--- src/rtl/des_decrypt_key_scheduler_pkg.sv ---
// Shared definitions for the DES key schedulers: permutation tables,
// per-round shift schedule, state encoding and rotate/PC-1 helpers.
// Optional feature macro used by the scheduler: DES_KS_ENC_EN.
package des_ks_pkg;

  localparam int KEY_W  = 64;
  localparam int RK_W   = 48;
  localparam int ROUNDS = 16;
  localparam int CD_W   = 56;
  localparam int HALF_W = 28;

  typedef enum logic {
    IDLE = 1'b0,
    EMIT = 1'b1
  } ks_state_e;

  // PC-1 source positions in DES numbering (bit 1 = MSB of the key)
  localparam int PC1_TAB [56] = '{
    57, 49, 41, 33, 25, 17,  9,
     1, 58, 50, 42, 34, 26, 18,
    10,  2, 59, 51, 43, 35, 27,
    19, 11,  3, 60, 52, 44, 36,
    63, 55, 47, 39, 31, 23, 15,
     7, 62, 54, 46, 38, 30, 22,
    14,  6, 61, 53, 45, 37, 29,
    21, 13,  5, 28, 20, 12,  4
  };

  // PC-2 source positions in DES numbering (bit 1 = MSB of CD)
  localparam int PC2_TAB [48] = '{
    14, 17, 11, 24,  1,  5,
     3, 28, 15,  6, 21, 10,
    23, 19, 12,  4, 26,  8,
    16,  7, 27, 20, 13,  2,
    41, 52, 31, 37, 47, 55,
    30, 40, 51, 45, 33, 48,
    44, 49, 39, 56, 34, 53,
    46, 42, 50, 36, 29, 32
  };

  // Left-shift amount applied to C/D when forming round n
  localparam logic [1:0] SHIFT_SCHED [1:16] = '{
    2'd1, 2'd1, 2'd2, 2'd2, 2'd2, 2'd2, 2'd2, 2'd2,
    2'd1, 2'd2, 2'd2, 2'd2, 2'd2, 2'd2, 2'd2, 2'd1
  };

  function automatic logic [55:0] pc1(input logic [63:0] key);
    logic [55:0] cd;
    cd = 56'd0;
    for (int i = 0; i < 56; i++) begin
      cd[6'(55 - i)] = key[6'(64 - PC1_TAB[i])];
    end
    return cd;
  endfunction

  function automatic logic [27:0] rotr28(input logic [27:0] x, input logic [1:0] n);
    case (n)
      2'd1:    return {x[0], x[27:1]};
      2'd2:    return {x[1:0], x[27:2]};
      default: return x;
    endcase
  endfunction

  function automatic logic [27:0] rotl28(input logic [27:0] x, input logic [1:0] n);
    case (n)
      2'd1:    return {x[26:0], x[27]};
      2'd2:    return {x[25:0], x[27:26]};
      default: return x;
    endcase
  endfunction

  // Shift amount for round n; out-of-range rounds shift by zero
  function automatic logic [1:0] shift_amt(input logic [4:0] n);
    if (n >= 5'd1 && n <= 5'd16) begin
      return SHIFT_SCHED[n];
    end else begin
      return 2'd0;
    end
  endfunction

endpackage

--- src/rtl/des_decrypt_key_scheduler_if.sv ---
// Key load / round-key handshake bundle between the scheduler (slave)
// and its user (master). enc_mode exists only with DES_KS_ENC_EN.
interface des_decrypt_key_scheduler_if;
  import des_ks_pkg::*;

  logic              key_load;
  logic [KEY_W-1:0]  key_in;
`ifdef DES_KS_ENC_EN
  logic              enc_mode;
`endif
  logic              key_busy;
  logic              rk_valid;
  logic              rk_ready;
  logic [RK_W-1:0]   round_key;
  logic [3:0]        rk_num;
  logic              sched_done;

  modport master (
`ifdef DES_KS_ENC_EN
    output enc_mode,
`endif
    output key_load, key_in, rk_ready,
    input  key_busy, rk_valid, round_key, rk_num, sched_done
  );

  modport slave (
`ifdef DES_KS_ENC_EN
    input  enc_mode,
`endif
    input  key_load, key_in, rk_ready,
    output key_busy, rk_valid, round_key, rk_num, sched_done
  );

endinterface

--- src/rtl/des_decrypt_key_scheduler_pc2.sv ---
// PC-2 compression permutation, 56-bit CD to 48-bit round key.
// Pure wiring; shared with the encrypt-side key generator.
module des_ks_pc2
  import des_ks_pkg::*;
(
  input  logic [CD_W-1:0] cd_i,
  output logic [RK_W-1:0] rk_o
);

  // CD positions PC-2 drops (DES bits 9,18,22,25,35,38,43,54)
  logic unused_cd_s;
  assign unused_cd_s = ^{cd_i[47], cd_i[38], cd_i[34], cd_i[31],
                         cd_i[21], cd_i[18], cd_i[13], cd_i[2]};

  for (genvar i = 0; i < RK_W; i++) begin : g_pc2
    assign rk_o[RK_W-1-i] = cd_i[CD_W - PC2_TAB[i]];
  end

endmodule

--- src/rtl/des_decrypt_key_scheduler.sv ---
// Iterative DES key schedule, decrypt order (K16 first, K1 last).
// C/D are rotated right each handshake so only the 56-bit CD state is kept.
// Optional DES_KS_ENC_EN adds enc_mode for K1..K16 order with left rotates.
module des_decrypt_key_scheduler
  import des_ks_pkg::*;
(
  input  logic                          clk,
  input  logic                          rst_n,
  des_decrypt_key_scheduler_if.slave    bus
);

  ks_state_e         state_q, state_d;
  logic [CD_W-1:0]   cd_q, cd_d;
  logic [3:0]        rk_num_q, rk_num_d;
  logic              sched_done_q, sched_done_d;

  logic              handshake_s;
  logic              last_s;
  logic [CD_W-1:0]   pc1_s;
  logic [1:0]        shamt_s;
  logic [CD_W-1:0]   cd_step_s;
  logic [3:0]        rk_num_step_s;
  logic [RK_W-1:0]   round_key_s;

  assign pc1_s       = pc1(bus.key_in);
  assign handshake_s = (state_q == EMIT) & bus.rk_ready;

`ifdef DES_KS_ENC_EN
  logic enc_q, enc_d;

  assign last_s        = enc_q ? (rk_num_q == 4'd15) : (rk_num_q == 4'd0);
  assign shamt_s       = enc_q ? shift_amt({1'b0, rk_num_q} + 5'd2)
                               : shift_amt({1'b0, rk_num_q} + 5'd1);
  assign cd_step_s     = enc_q ? {rotl28(cd_q[55:28], shamt_s), rotl28(cd_q[27:0], shamt_s)}
                               : {rotr28(cd_q[55:28], shamt_s), rotr28(cd_q[27:0], shamt_s)};
  assign rk_num_step_s = enc_q ? (rk_num_q + 4'd1) : (rk_num_q - 4'd1);
`else
  assign last_s        = (rk_num_q == 4'd0);
  assign shamt_s       = shift_amt({1'b0, rk_num_q} + 5'd1);
  assign cd_step_s     = {rotr28(cd_q[55:28], shamt_s), rotr28(cd_q[27:0], shamt_s)};
  assign rk_num_step_s = rk_num_q - 4'd1;
`endif

  // Next-state: key_load restarts from any state and beats a handshake
  always_comb begin
    state_d      = state_q;
    cd_d         = cd_q;
    rk_num_d     = rk_num_q;
    sched_done_d = 1'b0;
`ifdef DES_KS_ENC_EN
    enc_d        = enc_q;
`endif
    if (bus.key_load) begin
      state_d = EMIT;
`ifdef DES_KS_ENC_EN
      enc_d   = bus.enc_mode;
      if (bus.enc_mode) begin
        cd_d     = {rotl28(pc1_s[55:28], 2'd1), rotl28(pc1_s[27:0], 2'd1)};
        rk_num_d = 4'd0;
      end else begin
        cd_d     = pc1_s;
        rk_num_d = 4'd15;
      end
`else
      cd_d     = pc1_s;
      rk_num_d = 4'd15;
`endif
    end else if (handshake_s) begin
      if (last_s) begin
        state_d      = IDLE;
        sched_done_d = 1'b1;
      end else begin
        cd_d     = cd_step_s;
        rk_num_d = rk_num_step_s;
      end
    end else begin
      state_d = state_q;
    end
  end

  // State, CD halves, key index and done pulse registers
  always_ff @(posedge clk or negedge rst_n) begin
    if (!rst_n) begin
      state_q      <= IDLE;
      cd_q         <= 56'd0;
      rk_num_q     <= 4'd0;
      sched_done_q <= 1'b0;
`ifdef DES_KS_ENC_EN
      enc_q        <= 1'b0;
`endif
    end else begin
      state_q      <= state_d;
      cd_q         <= cd_d;
      rk_num_q     <= rk_num_d;
      sched_done_q <= sched_done_d;
`ifdef DES_KS_ENC_EN
      enc_q        <= enc_d;
`endif
    end
  end

  des_ks_pc2 u_pc2 (
    .cd_i (cd_q),
    .rk_o (round_key_s)
  );

  assign bus.round_key  = round_key_s;
  assign bus.rk_num     = rk_num_q;
  assign bus.rk_valid   = (state_q == EMIT);
  assign bus.key_busy   = (state_q == EMIT);
  assign bus.sched_done = sched_done_q;

endmodule

--- src/flat_wrapper.sv ---
// flat-port wrapper written by rule: the top's interface ports become plain ports
module des_decrypt_key_scheduler_flat import des_ks_pkg::*;
  (clk, rst_n, bus_key_load, bus_key_in, bus_rk_ready, bus_key_busy, bus_rk_valid, bus_round_key, bus_rk_num, bus_sched_done);
  des_decrypt_key_scheduler_if bus_i ();
  input  logic clk;
  input  logic rst_n;
  input wire logic [$bits(bus_i.key_load)-1:0] bus_key_load;
  input wire logic [$bits(bus_i.key_in)-1:0] bus_key_in;
  input wire logic [$bits(bus_i.rk_ready)-1:0] bus_rk_ready;
  output wire logic [$bits(bus_i.key_busy)-1:0] bus_key_busy;
  output wire logic [$bits(bus_i.rk_valid)-1:0] bus_rk_valid;
  output wire logic [$bits(bus_i.round_key)-1:0] bus_round_key;
  output wire logic [$bits(bus_i.rk_num)-1:0] bus_rk_num;
  output wire logic [$bits(bus_i.sched_done)-1:0] bus_sched_done;
  assign bus_i.key_load = bus_key_load;
  assign bus_i.key_in = bus_key_in;
  assign bus_i.rk_ready = bus_rk_ready;
  assign bus_key_busy = bus_i.key_busy;
  assign bus_rk_valid = bus_i.rk_valid;
  assign bus_round_key = bus_i.round_key;
  assign bus_rk_num = bus_i.rk_num;
  assign bus_sched_done = bus_i.sched_done;
  des_decrypt_key_scheduler u_core (.clk(clk), .rst_n(rst_n), .bus(bus_i));
endmodule
--- config.mk ---
export PLATFORM = sky130hd
export DESIGN_NAME = des_decrypt_key_scheduler_flat
export DESIGN_NICKNAME = d
export VERILOG_FILES = /design/src/rtl/des_decrypt_key_scheduler_pkg.sv /design/src/rtl/des_decrypt_key_scheduler_if.sv /design/src/rtl/des_decrypt_key_scheduler_pc2.sv /design/src/rtl/des_decrypt_key_scheduler.sv /design/src/flat_wrapper.sv
export SDC_FILE = /design/constraint.sdc
export NUM_CORES = 1
export LEC_CHECK = 0
export CAP_MARGIN = 15
export CELL_PAD_IN_SITES_DETAIL_PLACEMENT = 0
export CELL_PAD_IN_SITES_GLOBAL_PLACEMENT = 1
export CORE_MARGIN = 10
export CORE_UTILIZATION = 39
export DETAILED_ROUTE_END_ITERATION = 7
export HOLD_SLACK_MARGIN = 0.1
export PLACE_DENSITY_LB_ADDON = 0.1
export REMOVE_ABC_BUFFERS = 1
export SKIP_LAST_GASP = 1
export SYNTH_ARGS = -nofsm -noshare
export SYNTH_HDL_FRONTEND = slang
export SYNTH_SLANG_ARGS = --single-unit
--- constraint.sdc ---
create_clock -name clk -period 8.3 [get_ports clk]
set_clock_uncertainty 0.2 [all_clocks]
set_input_delay 1.245 -clock clk [delete_from_list [all_inputs] [get_ports clk]]
set_output_delay 1.245 -clock clk [all_outputs]
set_load 0.02 [all_outputs]
======== Yosys cells after proc, flatten, opt, wreduce, memory -nomap -nowiden ========
Memory sizes are Yosys's and may differ from the RTL's.
Index checks and enable logic that the tools add are counted.
operators by class
  add/subtract/negate cells ............... 2
  order comparisons ....................... 3
  eq/ne operators ......................... 3
  mux-type cells .......................... 17
  bitwise operators ....................... 2
  reduce and logical (&&, ||, !) cells .... 8
operator list
  operator                                                            number
  two-way mux 56 bit                                                  3
  case mux 28 bit (2 select lines)                                    2
  two-way mux 4 bit                                                   3
  greater-or-equal comparator 6 bit (second input constant)           1
  two-way mux 1 bit                                                   6
  two-way mux 2 bit                                                   3
  inverter 5 -> 6 bit                                                 1
  adder 4 x 1 -> 5 bit (second input constant)                        1
  greater-or-equal comparator 5 x 1 -> 1 bit (second input constant)  1
  <= comparator 5 bit (second input constant)                         1
  zero test 4 bit                                                     1
  AND reduction 2 bit                                                 2
  nonzero test 2 bit                                                  2
  subtractor 4 x 1 -> 4 bit (second input constant)                   1
  AND reduction 3 bit                                                 1
  nonzero test 3 bit                                                  1
  equality test 2 x 1 -> 1 bit (second input constant)                1
  equality test 2 bit (second input constant)                         1
  inequality test 2 bit (second input constant)                       1
  AND 1 bit                                                           1
  logical AND 1 bit                                                   1
storage, ports and cells
  flip-flop bits (word level) ............. 62
  bits in read-only memories .............. 64
  input bits .............................. 68
  memories ................................ 1
memory list
  name             words  bits a word  rd ports  clocked after memory_dff  wr ports  RTL line                             RTL
  (no name shown)  32     2            1         0                         0         des_decrypt_key_scheduler_pkg.sv:75  return SHIFT_SCHED[n];

======== Logic depth before layout (Yosys ltp) ========
Gate-level depths: netlist of run 1.
  depth after elaboration ................. 11
  depth in mapped cells ................... 9
  gate-level depth less buffers ........... 7

======== Cells and area by module ========
Synthesis of run 1 repeated with hierarchy kept, for this count alone.
unflattened totals
  cells, all modules ...................... 343
  area total of the unflattened synthesis .. 3,607.2 µm²
modules (own cells, without submodules)
  module                     instances  cells each  area an instance (µm²)
  des_decrypt_key_scheduler  1          295         3,246.9
  des_ks_pc2                 1          48          360.3

======== Least setup slack after synthesis of run 1 ========
Ideal clock, no wire load.
  kind .................................... input port to flip-flop
  from .................................... input bus_rk_ready
  to ...................................... register u_core.cd_q[34]
  arrival time ............................ 2.542 ns
  required time ........................... 8.004 ns
  setup slack ............................. 5.462 ns
  stages .................................. 7
  path buffers ............................ 2
  cells stage by stage .................... nand2_1 and2b_1 o221a_2 buf_2 buf_2 a211oi_2 a311oi_2
between the ends
  cells in the longest elaborated chain, start to end .. 3
RTL lines
  item                                  RTL line                         RTL
  from (decl)                           flat_wrapper.sv:9                input wire logic [$bits(bus_i.rk_ready)-1:0] bus_rk_ready;
  AND 1 bit                             des_decrypt_key_scheduler.sv:26  assign handshake_s = (state_q == EMIT) & bus.rk_ready;
  nonzero test 2 bit (no source line)   n/a
  AND reduction 3 bit (no source line)  n/a
  to (signal assigned)                  des_decrypt_key_scheduler.sv:85  cd_q <= 56'd0;
  to (signal assigned)                  des_decrypt_key_scheduler.sv:93  cd_q <= cd_d;
  to (decl)                             des_decrypt_key_scheduler.sv:13  logic [CD_W-1:0] cd_q, cd_d;
Every way passes these cells.
A chain may end at the register's enable or synchronous reset.

======== Worst setup path in the final report of run 1 ========
  from .................................... input bus_rk_ready
  to ...................................... register u_core.cd_q[45]
Same word-level chain as after synthesis.

==> results of run 1 <==
==> sequential cells by signal (all words and copies together) (netlist names) <==
name,cells
u_core.bus.rk_num,4
u_core.cd_q,56
u_core.bus.key_busy,1
u_core.bus.sched_done,1
==> stage by stage <==
stage               hold slack, ns  cells  setup slack (ns)
CTS                          0.378    567              4.29
detailed placement           0.372    553              3.95
global placement             0.357    553              3.95
global route                 0.395    567              4.13
finish                       0.374    567              4.30
floorplan                    0.332    335              3.37
==> logic make-up after synthesis <==
logic type | count (synthesis) | synth area share [%]
AO/OA/AOI/OAI | 141 | 33.5
buffers and inverters | 112 | 16.8
AND/OR/NAND/NOR | 106 | 10.8
flip-flops | 62 | 36.8
adder cells (fa/ha/maj) | 5 | 1.49
XOR/XNOR | 3 | 0.624
==> worst max-delay path, cell delays in order <==
cell and delay [ns]:
clkdlybuf4s50_1 0.49, nand2_1 0.07, and2b_1 0.30, o221a_2 0.50
buf_4 0.58, a21o_4 0.57, a311oi_1 0.19
==> Yosys cell counts (2+ instances only) <==
cell,instances,area share [%]
ha_1,5,1.5
nor2_1,5,0.45
nor3_1,2,0.24
xnor2_1,2,0.42
buf_2,17,2.0
buf_4,51,9.1
a311oi_2,14,5.0
nand2b_1,3,0.45
a2111oi_1,9,2.1
clkbuf_1,16,1.4
nand3_1,2,0.24
a221oi_1,16,3.3
buf_6,10,2.7
o32ai_1,16,3.3
a211oi_1,26,4.6
or3b_1,3,0.62
a311oi_1,26,5.4
a21oi_1,2,0.24
a211oi_2,14,4.2
inv_1,18,1.6
a2111oi_2,7,2.5
nand2_1,84,7.5
dfrtp_1,62,37
==> metal layers <==
metal	share of wire, %	vias up	wire [microns]	GRT usage (%)
met4	1.1	0	126	4.89
met1	46	1729	5340	20.2
met3	6.1	11	712	4.03
met5	0	-	0	0
li1	-	1579	-	-
met2	47	85	5510	23.6
==> power by group <==
| group | internal, W | switching, W | total (W) | leakage [nW] |
|---|---|---|---|---|
| Clock | 0.000134 | 0.000123 | 0.000257 | 0.0907 |
| Sequential | 0.000359 | 0.0000724 | 0.000431 | 0.770 |
| Combinational | 0.000213 | 0.000307 | 0.000520 | 0.831 |
==> cell type report <==
| class | instances | area, sq um |
|---|---|---|
| Clock inverter | 5 | 52.6 |
| Sequential cell | 62 | 1550 |
| Fill cell | 1038 | 5680 |
| Timing Repair Buffer | 82 | 791 |
| Tap cell | 136 | 170 |
| Clock buffer | 9 | 124 |
| Multi-Input combinational cell | 255 | 1980 |
| Inverter | 18 | 67.6 |
==> worst max-delay path by stage <==
| stage | from | endpoint | slack [ns] | cells after the start |
|---|---|---|---|---|
| after global placement | bus_rk_ready | u_core.cd_q[36]$_DFFE_PN0P_ | 3.95 | 7 |
| after CTS | bus_rk_ready | u_core.cd_q[45]$_DFFE_PN0P_ | 4.29 | 7 |
| after global routing | bus_rk_ready | u_core.cd_q[45]$_DFFE_PN0P_ | 4.13 | 7 |
| after detailed placement | bus_rk_ready | u_core.cd_q[5]$_DFFE_PN0P_ | 3.95 | 7 |
| final | bus_rk_ready | u_core.cd_q[45]$_DFFE_PN0P_ | 4.30 | 7 |
| after floorplan | u_core.bus.rk_num[0]$_DFFE_PN0P_ | u_core.cd_q[15]$_DFFE_PN0P_ | 3.37 | 6 |
==> summary.txt, run 1 <==
Yosys
  – Mapped Area: 4210 sq um
  – EDFF count, synth: 0
  – Synth cell types: 42
  – Post-synth ARST share: between 90% and 100%
  – Sequential fraction of the synthesis area: 36.8%
  – Yosys warns: 0
  – Mean Syn Cell Area: 9.81 sq um
  – Top FF cell, synth: dfrtp_1
  – #FFs+latches synth: 62
  – Cells after Synth: 429

Die
  – Die W: 124 microns
  – Boundary pin count: 123
  – Die area: approximately 15000 sq um
  – Die Height: 124 microns
  – Core area: 10400 sq um
  – # rows: 37
  – Starting Density: 40.4%

Clock tree
  – CTS Buf Count: 9
  – Htree depth: 3
  – TritonCTS clock tree: done
  – Root Buffer: clkbuf_8
  – Clock buffer depth: 2
  – Cts hold-fix bufs: 0
  – # resized after CTS: 0
  – Clk slew on worst S/H paths: 0.07 ns
  – Post-CTS setup buffer count: 0
  – Clock insertion delay at the later pin of the skew report: between 0.3 and 0.4 ns
  – Clk sinks: 62

Min path
  – Worst Hold Class: flop to flop
  – Hold path endpoint: u_core.cd_q[1]$_DFFE_PN0P_
  – Hold Startpoint: u_core.cd_q[2]$_DFFE_PN0P_
  – Worst hold stages: 2

Placement
  – HPWL Detailed: 6530 microns
  – Final RePlAce weighted congestion: 0.764
  – Buffers added on ports: between 70 and 80
  – Placed Area: 4560 sq um

Cells and area
  – Ant. Diodes: 0
  – Commonest non-fill, non-tap cell in the layout: nand2_1
  – Final nets: ~500
  – Layout cells sized above 1: approximately 15%
  – Util after Layout: 45.4%
  – Finished Cell Area: 4730 sq um
  – Layout area overhead: 12.4%
  – Most frequent cells in the layout: 84 x nand2_1, 72 x clkdlybuf4s50_1, 62 x dfrtp_1

STA
  – Setup violators final: 0
  – Final min period: ~4.0 ns
  – Worst Tran Pin Value: 1.00 ns
  – Final worst path period share: 48.2%
  – Final Max Tran Viols: 0
  – Final hold violations: 0
  – RSZ-0062 raised after global routing: false
  – Peak Freq: 250 MHz
  – Slew HR: 33.3%
  – Setup TNS: 0 ns

GRT
  – Pin count of the biggest net entering global routing: 80
  – GRT Total Usage: 15.2%
  – Initial antenna violation count: 0
  – Grt total ovfl: 0
  – Vias in the first global route: 3482
  – First-pass GRT wire length: 19000 microns

Setup path
  – CP endpoint kind: flop
  – Crit path required time: 8.26 ns
  – Critical Path AT: between 3 and 4 ns
  – RR Startpoint: u_core.bus.rk_num[0]$_DFFE_PN0P_
  – Crit-path max FO: 45
  – Reg2Reg Setup Slack: between 4 and 5 ns
  – Setup crit start kind: primary input
  – Critical path class: primary input to flop
  – R2r endpoint: u_core.cd_q[45]$_DFFE_PN0P_
  – FF-to-FF path depth: 8

Pwr
  – PwrDens: 255 nW/um^2
  – Static leakage: 1.69 nW
  – Total Power: 0.00121 W
  – Worst VDD drop: 127 uV

Routing
  – DR DRC count: 0
  – Routed Antenna Nets: 0
  – WL final: 11700 microns
  – Vias/cell: approximately 6
  – WL/cell: 20.6 microns
  – Via count: 3404
  – 1st-iter DRT viols: between 300 and 400
  – DRT Pass-1 Iters: 4

Status
  – Status: finished clean

Flow run
  – Max-cap viol count: 0
Note: power is estimated with default switching activity, not from simulation.
==> run 2, diff against run 1 <==
CORE_UTILIZATION = 36   (was 39)
clock period = 3.81 ns   (was 8.3 ns; I/O delays follow)
==> run 2 against run 1 <==
Critical path depth is 1 higher; critical path type is now flop to flop; non-clock buffer count is 9 higher; die area is 7.0% higher; hold slack better by 0.0016 ns; clock power grew to 3.1 times the previous value; sequential share of layout area is 1.4 points lower; cell count is 3.2% higher; wire length is 4.4% higher; via count hardly changed; highest routed layer unchanged; register-to-register slack worse by 4.0 ns.
==> summary.txt, run 2 (synthesis gave the netlist of run 1 again) <==
Status
  – Status: finished clean

GRT
  – Grt total ovfl: 0 (unchanged)
  – First-pass GRT wire length: 19900 microns (+4.9%)
  – Vias in the first global route: 3609 (+3.6%)
  – Initial antenna violation count: 0 (unchanged)
  – GRT Total Usage: 14.7% (-0.50 points)
  – Pin count of the biggest net entering global routing: 57 (-29%)

Clock tree
  – Htree depth: 3 (unchanged)
  – Clk sinks: 62 (unchanged)
  – Clk slew on worst S/H paths: 0.05 ns (-0.02 ns)
  – Post-CTS setup buffer count: 0 (unchanged)
  – Root Buffer: clkbuf_16
  – Clock buffer depth: 2 (unchanged)
  – CTS Buf Count: 9 (unchanged)
  – Clock insertion delay at the later pin of the skew report: 0.32 ns (-0.02 ns)
  – TritonCTS clock tree: done

Setup path
  – RR Startpoint: u_core.bus.rk_num[0]$_DFFE_PN0P_
  – FF-to-FF path depth: 8 (unchanged)
  – Critical path's slowest cell: o221a_2
  – CP endpoint kind: flop
  – Crit path required time: 3.83 ns (-4.43 ns)
  – R2r endpoint: u_core.cd_q[52]$_DFFE_PN0P_
  – Critical-path cell list: inv_1 -> ha_1 -> or3b_1 -> and2b_1 -> o221a_2 -> buf_4 -> a211oi_1 -> a311oi_1
  – Critical path class: flop to flop
  – Setup crit start kind: flop
  – Crit-path max FO: 22 (-51%)
  – Max incr delay on CP: 0.58 ns (about the same)
  – Reg2Reg Setup Slack: 0.64 ns (-3.98 ns)
  – Critical Path AT: 3.19 ns (-0.77 ns)

Routing
  – WL final: 12200 microns (+4.4%)
  – WL/cell: 20.9 microns (+1.2%)
  – DRT Pass-1 Iters: 6 (+2)
  – 1st-iter DRT viols: 206 (-40%)
  – DR DRC count: 0 (unchanged)
  – Vias/cell: 5.82 (-3.0%)
  – Routed Antenna Nets: 0 (unchanged)
  – Via count: 3406 (+0.059%)

Cells and area
  – Max reg flops: 56 (unchanged)
  – Layout Cells excl Fill: 585 (+3.2%)
  – Commonest non-fill, non-tap cell in the layout: nand2_1
  – Ant. Diodes: 0 (unchanged)
  – Final nets: 510 (+1.8%)
  – Layout area overhead: 17.4%
  – Largest Register: u_core.cd_q
  – Most frequent cells in the layout: 84 x nand2_1, 72 x clkdlybuf4s50_1, 62 x dfrtp_1
  – Layout cells sized above 1: 16.7% (+1.4 points)

STA
  – Final hold violations: 0 (unchanged)
  – Setup violators final: 0 (unchanged)
  – RSZ-0062 raised after global routing: false
  – Final worst path period share: 83.2%
  – WHS: 0.376 ns (+0.00165 ns)
  – Worst Tran Pin Value: 0.758 ns (-0.243 ns)
  – Peak Freq: 316 MHz
  – Slew HR: 49.4% (+16 points)
  – Final min period: approximately 3.2 ns
  – Final Max Tran Viols: 0 (unchanged)

Placement
  – Placed Instances: 568 (+2.7%)
  – Final RePlAce weighted congestion: 0.739 (-3.3%)
  – HPWL Detailed: 7560 microns (+16%)
  – Buffers added on ports: 74 (unchanged)

Die
  – Die area: 16400 sq um (+7.0%)
  – # rows: 39 (+5.4%)
  – Boundary pin count: 123 (unchanged)
  – Starting Density: 36.9% (-3.5 points)
  – Die Height: 128 microns (+3.4%)
  – Core area: 11400 sq um (+9.6%)
  – Die W: 128 microns (+3.4%)

Min path
  – Worst hold stages: 2 (unchanged)
  – Worst Hold Class: flop to flop
  – Hold path endpoint: u_core.bus.key_busy$_DFFE_PN0P_
  – Hold Startpoint: u_core.bus.key_busy$_DFFE_PN0P_

Pwr
  – Worst VDD drop: 309 uV (+140%)
  – PwrDens: 589 nW/um^2 (+130%)
  – Static leakage: 1.80 nW (+6.2%)

Flow run
  – Max-cap viol count: 0 (unchanged)
[run 2: power by group]
group | total [W] | internal [W] | switching, W | leakage, nW
Clock | 0.000793 | 0.000502 | 0.000291 | 0.143
Combinational | 0.00117 | 0.000492 | 0.000682 | 0.882
Sequential | 0.000945 | 0.000784 | 0.000161 | 0.770
Total | 0.00291 | 0.00178 | 0.00113 | 1.80
[run 2: worst max-delay path by stage]
stage,slack (ns),from,end,cells after the start
final,0.64,u_core.bus.rk_num[0]$_DFFE_PN0P_,u_core.cd_q[52]$_DFFE_PN0P_,8
after global routing,0.40,u_core.bus.rk_num[0]$_DFFE_PN0P_,u_core.cd_q[45]$_DFFE_PN0P_,8
after CTS,0.64,u_core.bus.rk_num[0]$_DFFE_PN0P_,u_core.cd_q[47]$_DFFE_PN0P_,8
after detailed placement,0.66,u_core.bus.rk_num[0]$_DFFE_PN0P_,u_core.cd_q[50]$_DFFE_PN0P_,8
after global placement,0.70,bus_rk_ready,u_core.cd_q[49]$_DFFE_PN0P_,7
after floorplan,-1.12,u_core.bus.rk_num[0]$_DFFE_PN0P_,u_core.cd_q[15]$_DFFE_PN0P_,6
[run 2: area by class of cell]
type                            instances  area (sq um)
Clock inverter                          5          50.0
Clock buffer                           11           233
Sequential cell                        62          1550
Multi-Input combinational cell        255          1980
Fill cell                            1139          6480
Tap cell                              143           179
Inverter                               18          67.6
Timing Repair Buffer                   91           886
[run 2: routing by layer]
| layer | up-vias | GRT usage (%) | share of wire (%) |
|---|---|---|---|
| met5 | - | 0 | 0 |
| met4 | 0 | 4.04 | 0.85 |
| met3 | 8 | 3.43 | 5.1 |
| met2 | 66 | 23.5 | 47 |
| met1 | 1739 | 19.4 | 47 |
| li1 | 1593 | - | - |
[run 2: repair_timing]
action                     4_1_cts  5_1_grt
resized for setup                0        0
hold endpoints to repair         8        0
setup endpoints to repair        0        0
hold buffers                     1        0
[run 2: stage by stage]
step                      instance area [sq um]  setup slack (ns)  power (W)  TNS, ns  util (%)
after floorplan                            3570             -1.12    0.00160   -59.94         -
after global placement                     4650             0.696    0.00213        0      40.7
after detailed placement                   4650             0.657    0.00214        0      40.7
after CTS                                  4940             0.639    0.00294        0      43.3
after global routing                       4940             0.396    0.00309        0      43.3
final                                      4940             0.642    0.00291        0      43.3
[run 2: worst max-delay path, delay by kind of cell (launching register included)]
family | cells | cell delay [ns]
buffers and inverters | 2 | 0.54
AOI/OAI and AO/OA | 3 | 0.99
and+or+nand+nor | 2 | 0.48
adders and majority gates | 1 | 0.30
DFF | 1 | 0.53
==> RTL edit 1, RTL diff (settings of run 1) <==
Set the package constant `RK_W` to 44 (it was 48).
--- a/src/rtl/des_decrypt_key_scheduler_pkg.sv
+++ b/src/rtl/des_decrypt_key_scheduler_pkg.sv
@@ -4,7 +4,7 @@
 package des_ks_pkg;
 
   localparam int KEY_W  = 64;
-  localparam int RK_W   = 48;
+  localparam int RK_W   = 44;
   localparam int ROUNDS = 16;
   localparam int CD_W   = 56;
   localparam int HALF_W = 28;
Ports: changed (resized bus_round_key); port bits go from 123 to 119. No check against the original RTL was run, so the function may have changed too.
==> RTL edit 1 against run 1 <==
Total power fell by 0.42%. Critical endpoint is now u_core.cd_q[23]$_DFFE_PN0P_. Critical path depth is the same. Cell area shrank 0.61%. Setup slack improved by 0.24 ns. Sequential power hardly changed. Sequential cell count unchanged. Wire length decreased by 2.4%. Synthesized area fell by 0.71%.
==> RTL edit 1: results <==
metrics = {
    "timing": {
        "maxSlewHeadroom_pct": 34.2,
    },
    "drt": {
        "drt_first_pass_iters": 4,
        "drtIter0Drc": 301,
        "drt_wl_total_um": 11400,
        "routedWlPerCell_um": 20.2,
        "vias_per_cell": 5.98,
    },
    "logic_synthesis": {
        "synth_area_per_cell_um2": 9.84,
        "yosysSeqAreaShare_pct": 37.1,
        "synthTopCellsByCount": "84 x nand2_1, 62 x dfrtp_1, 47 x buf_4",
        "ys_types": 42,
    },
    "grt": {
        "grt_max_degree": 80,
        "grtUsageTotal_pct": 15.2,
        "grt_pass1_wl_um": 18800,
        "grt_pass1_vias": 3430,
    },
    "place": {
        "hpwl_um": 6420,
        "placed_cells": 549,
        "place_area_mm2": 0.00452,
        "gp_congestion": 0.808,
        "io_buffers": 70,
    },
    "final_layout": {
        "fill_cells": 1045,
        "fin_nets": 497,
        "antenna_cells": 0,
        "drive_gt1_share_pct": 15.7,
    },
    "run_status": {
        "status": "finished clean",
    },
    "critical_path": {
        "critPathMaxFanout": 57,
        "crit_arrival_ns": 3.74,
        "r2r_slack_ns": 4.78,
        "reg2reg_depth": 7,
    },
    "pwr": {
        "vdd_drop_max_v": 0.0000897,
        "p_leak_uw": 0.00169,
    },
}
==> RTL edit 1: cell types whose count changed in the layout (fill, tap and decap cells not counted), sizes merged <==
cell           before  now
clkbuf              9   10
clkdlybuf4s50      72   68
clkinvlp            1    0
clkinv              3    4
==> RTL edit 1: area by class of cell <==
| type | instances | area, um2 | share of cell area, % |
|---|---|---|---|
| multi-input combinational | 255 | 1980 | 42.0 |
| clock buffer | 10 | 138 | 2.93 |
| inverter | 18 | 67.6 | 1.44 |
| tap | 136 | 170 | 3.62 |
| clock inverter | 5 | 50.0 | 1.06 |
| timing repair buffer | 78 | 751 | 16.0 |
| sequential | 62 | 1550 | 33.0 |
==> RTL edit 1: where the power goes <==
group          total, uW  internal [uW]  switching, uW
sequential           430            359           71.3
clock                267            143            123
combinational        507            207            300
==> RTL edit 1: layer usage <==
layer	routed length (um)	vias up	global-route usage (%)	share of wire, %
li1	-	1564	-	-
met4	175	0	5.17	1.5
met1	5410	1696	20.9	47
met5	0	-	0	0
met2	5170	94	22.7	45
met3	650	18	4.01	5.7
==> RTL edit 1: cell families (layout without fill, tap and decap cells) <==
logic type,Yosys count,in the layout,share of synthesized area [%]
DFF,62,62,37.1
adders and majority gates,5,5,1.50
xor gates and xnor gates,3,3,0.629
buffers and inverters,108,111,16.2
AOI/OAI and AO/OA,141,141,33.7
and+or+nand+nor,106,106,10.8
==> RTL edit 1: stage by stage <==
stage | hold WS [ns] | worst slack (ns)
2_1_floorplan | 0.332 | 3.37
3_3_place_gp | 0.349 | 4.20
3_5_place_dp | 0.365 | 4.21
4_1_cts | 0.381 | 4.57
5_1_grt | 0.413 | 4.40
6_report | 0.381 | 4.54
==> RTL edit 1: critical path, cell delays in order <==
cell and delay [ns]:
clkdlybuf4s50_1 0.49, nand2_1 0.06, and2b_1 0.29, o221a_2 0.21
buf_4 0.62, a21o_4 0.59, a311oi_1 0.18
==> RTL edit 1: how the worst min path moves through the flow <==
stage                               startpoint                         endpoint  cells after the start
3_3_place_gp   u_core.bus.key_busy$_DFFE_PN0P_  u_core.bus.key_busy$_DFFE_PN0P_                      2
5_1_grt            u_core.cd_q[34]$_DFFE_PN0P_      u_core.cd_q[33]$_DFFE_PN0P_                      2
6_report       u_core.bus.key_busy$_DFFE_PN0P_  u_core.bus.key_busy$_DFFE_PN0P_                      2
2_1_floorplan       u_core.cd_q[2]$_DFFE_PN0P_       u_core.cd_q[0]$_DFFE_PN0P_                      2
3_5_place_dp   u_core.bus.key_busy$_DFFE_PN0P_  u_core.bus.key_busy$_DFFE_PN0P_                      2
4_1_cts        u_core.bus.key_busy$_DFFE_PN0P_  u_core.bus.key_busy$_DFFE_PN0P_                      2
==> RTL edit 2, RTL diff (flow settings as in run 1) <==
Made on the original files. Reset style: synchronous (`rst_n`), changed in one clocked block.
--- a/src/rtl/des_decrypt_key_scheduler.sv
+++ b/src/rtl/des_decrypt_key_scheduler.sv
@@ -79,7 +79,7 @@
   end
 
   // State, CD halves, key index and done pulse registers
-  always_ff @(posedge clk or negedge rst_n) begin
+  always_ff @(posedge clk) begin
     if (!rst_n) begin
       state_q      <= IDLE;
       cd_q         <= 56'd0;
Function: differs if rst_n is asserted again (counterexample within 4 cycles, from zero or initial values and one cycle with rst_n low); with rst_n held inactive, the same outputs for 10 cycles.
==> RTL edit 2 against run 1 <==
Cell area down 11%. Synthesized area fell by 14%. Wire length is 31% lower. Critical path type is now reg -> reg. First-iteration DRC count down 55%. Critical path depth rose by 4. Via count is 21% lower. Utilization up 1.0 points. Sequential cell count unchanged. Setup slack lost 0.31 ns.
Power is not compared: it rests on default switching activity, and its combinational part moved more than twofold at a synthesized area within 25%.
==> RTL edit 2: results <==
metrics = {
    "final_layout": {
        "fin_nets": 479,
        "drive_gt1_share_pct": 11.7,
        "fill_cells": 883,
        "final_cells": 520,
    },
    "place": {
        "placed_cells": 503,
        "hpwl_um": 5330,
        "place_ws_ns": 3.94,
        "gp_congestion": 0.706,
    },
    "logic_synthesis": {
        "synth_xor_area_share_pct": 0.728,
        "synth_fa_ha_area_share_pct": 2.43,
        "ys_types": 39,
        "synth-compound-area-share_pct": 20.7,
        "synth_ff_type": "dfxtp_1",
        "yosysSeqAreaShare_pct": 34.4,
    },
    "critical_path": {
        "critPathMaxFanout": 57,
        "crit_arrival_ns": 4.38,
        "max_stage_delay_ns": 0.86,
    },
    "grt": {
        "met3_usage_pct": 5.14,
        "met1_usage_pct": 16.2,
        "grt_pass1_wl_um": 13800,
        "grtUsageTotal_pct": 12.6,
    },
    "run_status": {
        "status": "finished clean",
    },
    "drt": {
        "drt-met1-wl_um": 3800,
        "wl_met2_um": 3510,
        "wl_met3_um": 645,
    },
}
RTL edit 2: changes by cell type after synthesis, sizes merged, moves of 38 or more:
cell and change:
dfrtp -62, dfxtp +62, mux2i +57, nand2 -48
a311oi -40, nor2 +38
RTL edit 2: cell families after synthesis:
logic type,Yosys count
AOI/OAI and AO/OA,89
xor gates and xnor gates,3
adders and majority gates,7
buffers and inverters,83
DFF,62
muxes,57
and+or+nand+nor,93
RTL edit 2: final timing paths:
kind         slack, ns                               from                      endpoint  cells past startpoint
min               0.28       u_core.cd_q[18]$_SDFFE_PN0P_  u_core.cd_q[18]$_SDFFE_PN0P_                      2
min reg2reg       0.28       u_core.cd_q[18]$_SDFFE_PN0P_  u_core.cd_q[18]$_SDFFE_PN0P_                      2
max reg2reg       3.99  u_core.bus.rk_num[0]$_SDFFE_PN0P_  u_core.cd_q[31]$_SDFFE_PN0P_                     11
max               3.99  u_core.bus.rk_num[0]$_SDFFE_PN0P_  u_core.cd_q[31]$_SDFFE_PN0P_                     11
RTL edit 2: metrics by stage:
stage               cell area [um2]  util, %  power (uW)
floorplan                      3090        -         474
global placement               4030     44.2         538
detailed placement             4030     44.2         537
CTS                            4200     46.1         779
finish                         4230     46.4         768
global route                   4230     46.4         817
RTL edit 2: power by group through the flow:
stage,Combinational [uW],Clock [uW],Sequential [uW]
floorplan,127,0,347
global placement,202,0,335
detailed placement,202,0,335
CTS,203,247,329
global route,223,262,332
finish,202,238,328
RTL edit 2: area by class of cell:
type | instances | area (um2) | area share (%)
clock buffer | 9 | 124 | 2.93
clock inverter | 7 | 50.0 | 1.18
inverter | 4 | 15.0 | 0.355
multi-input combinational | 249 | 1870 | 44.2
sequential | 62 | 1240 | 29.3
tap | 111 | 139 | 3.28
timing repair buffer | 78 | 791 | 18.7
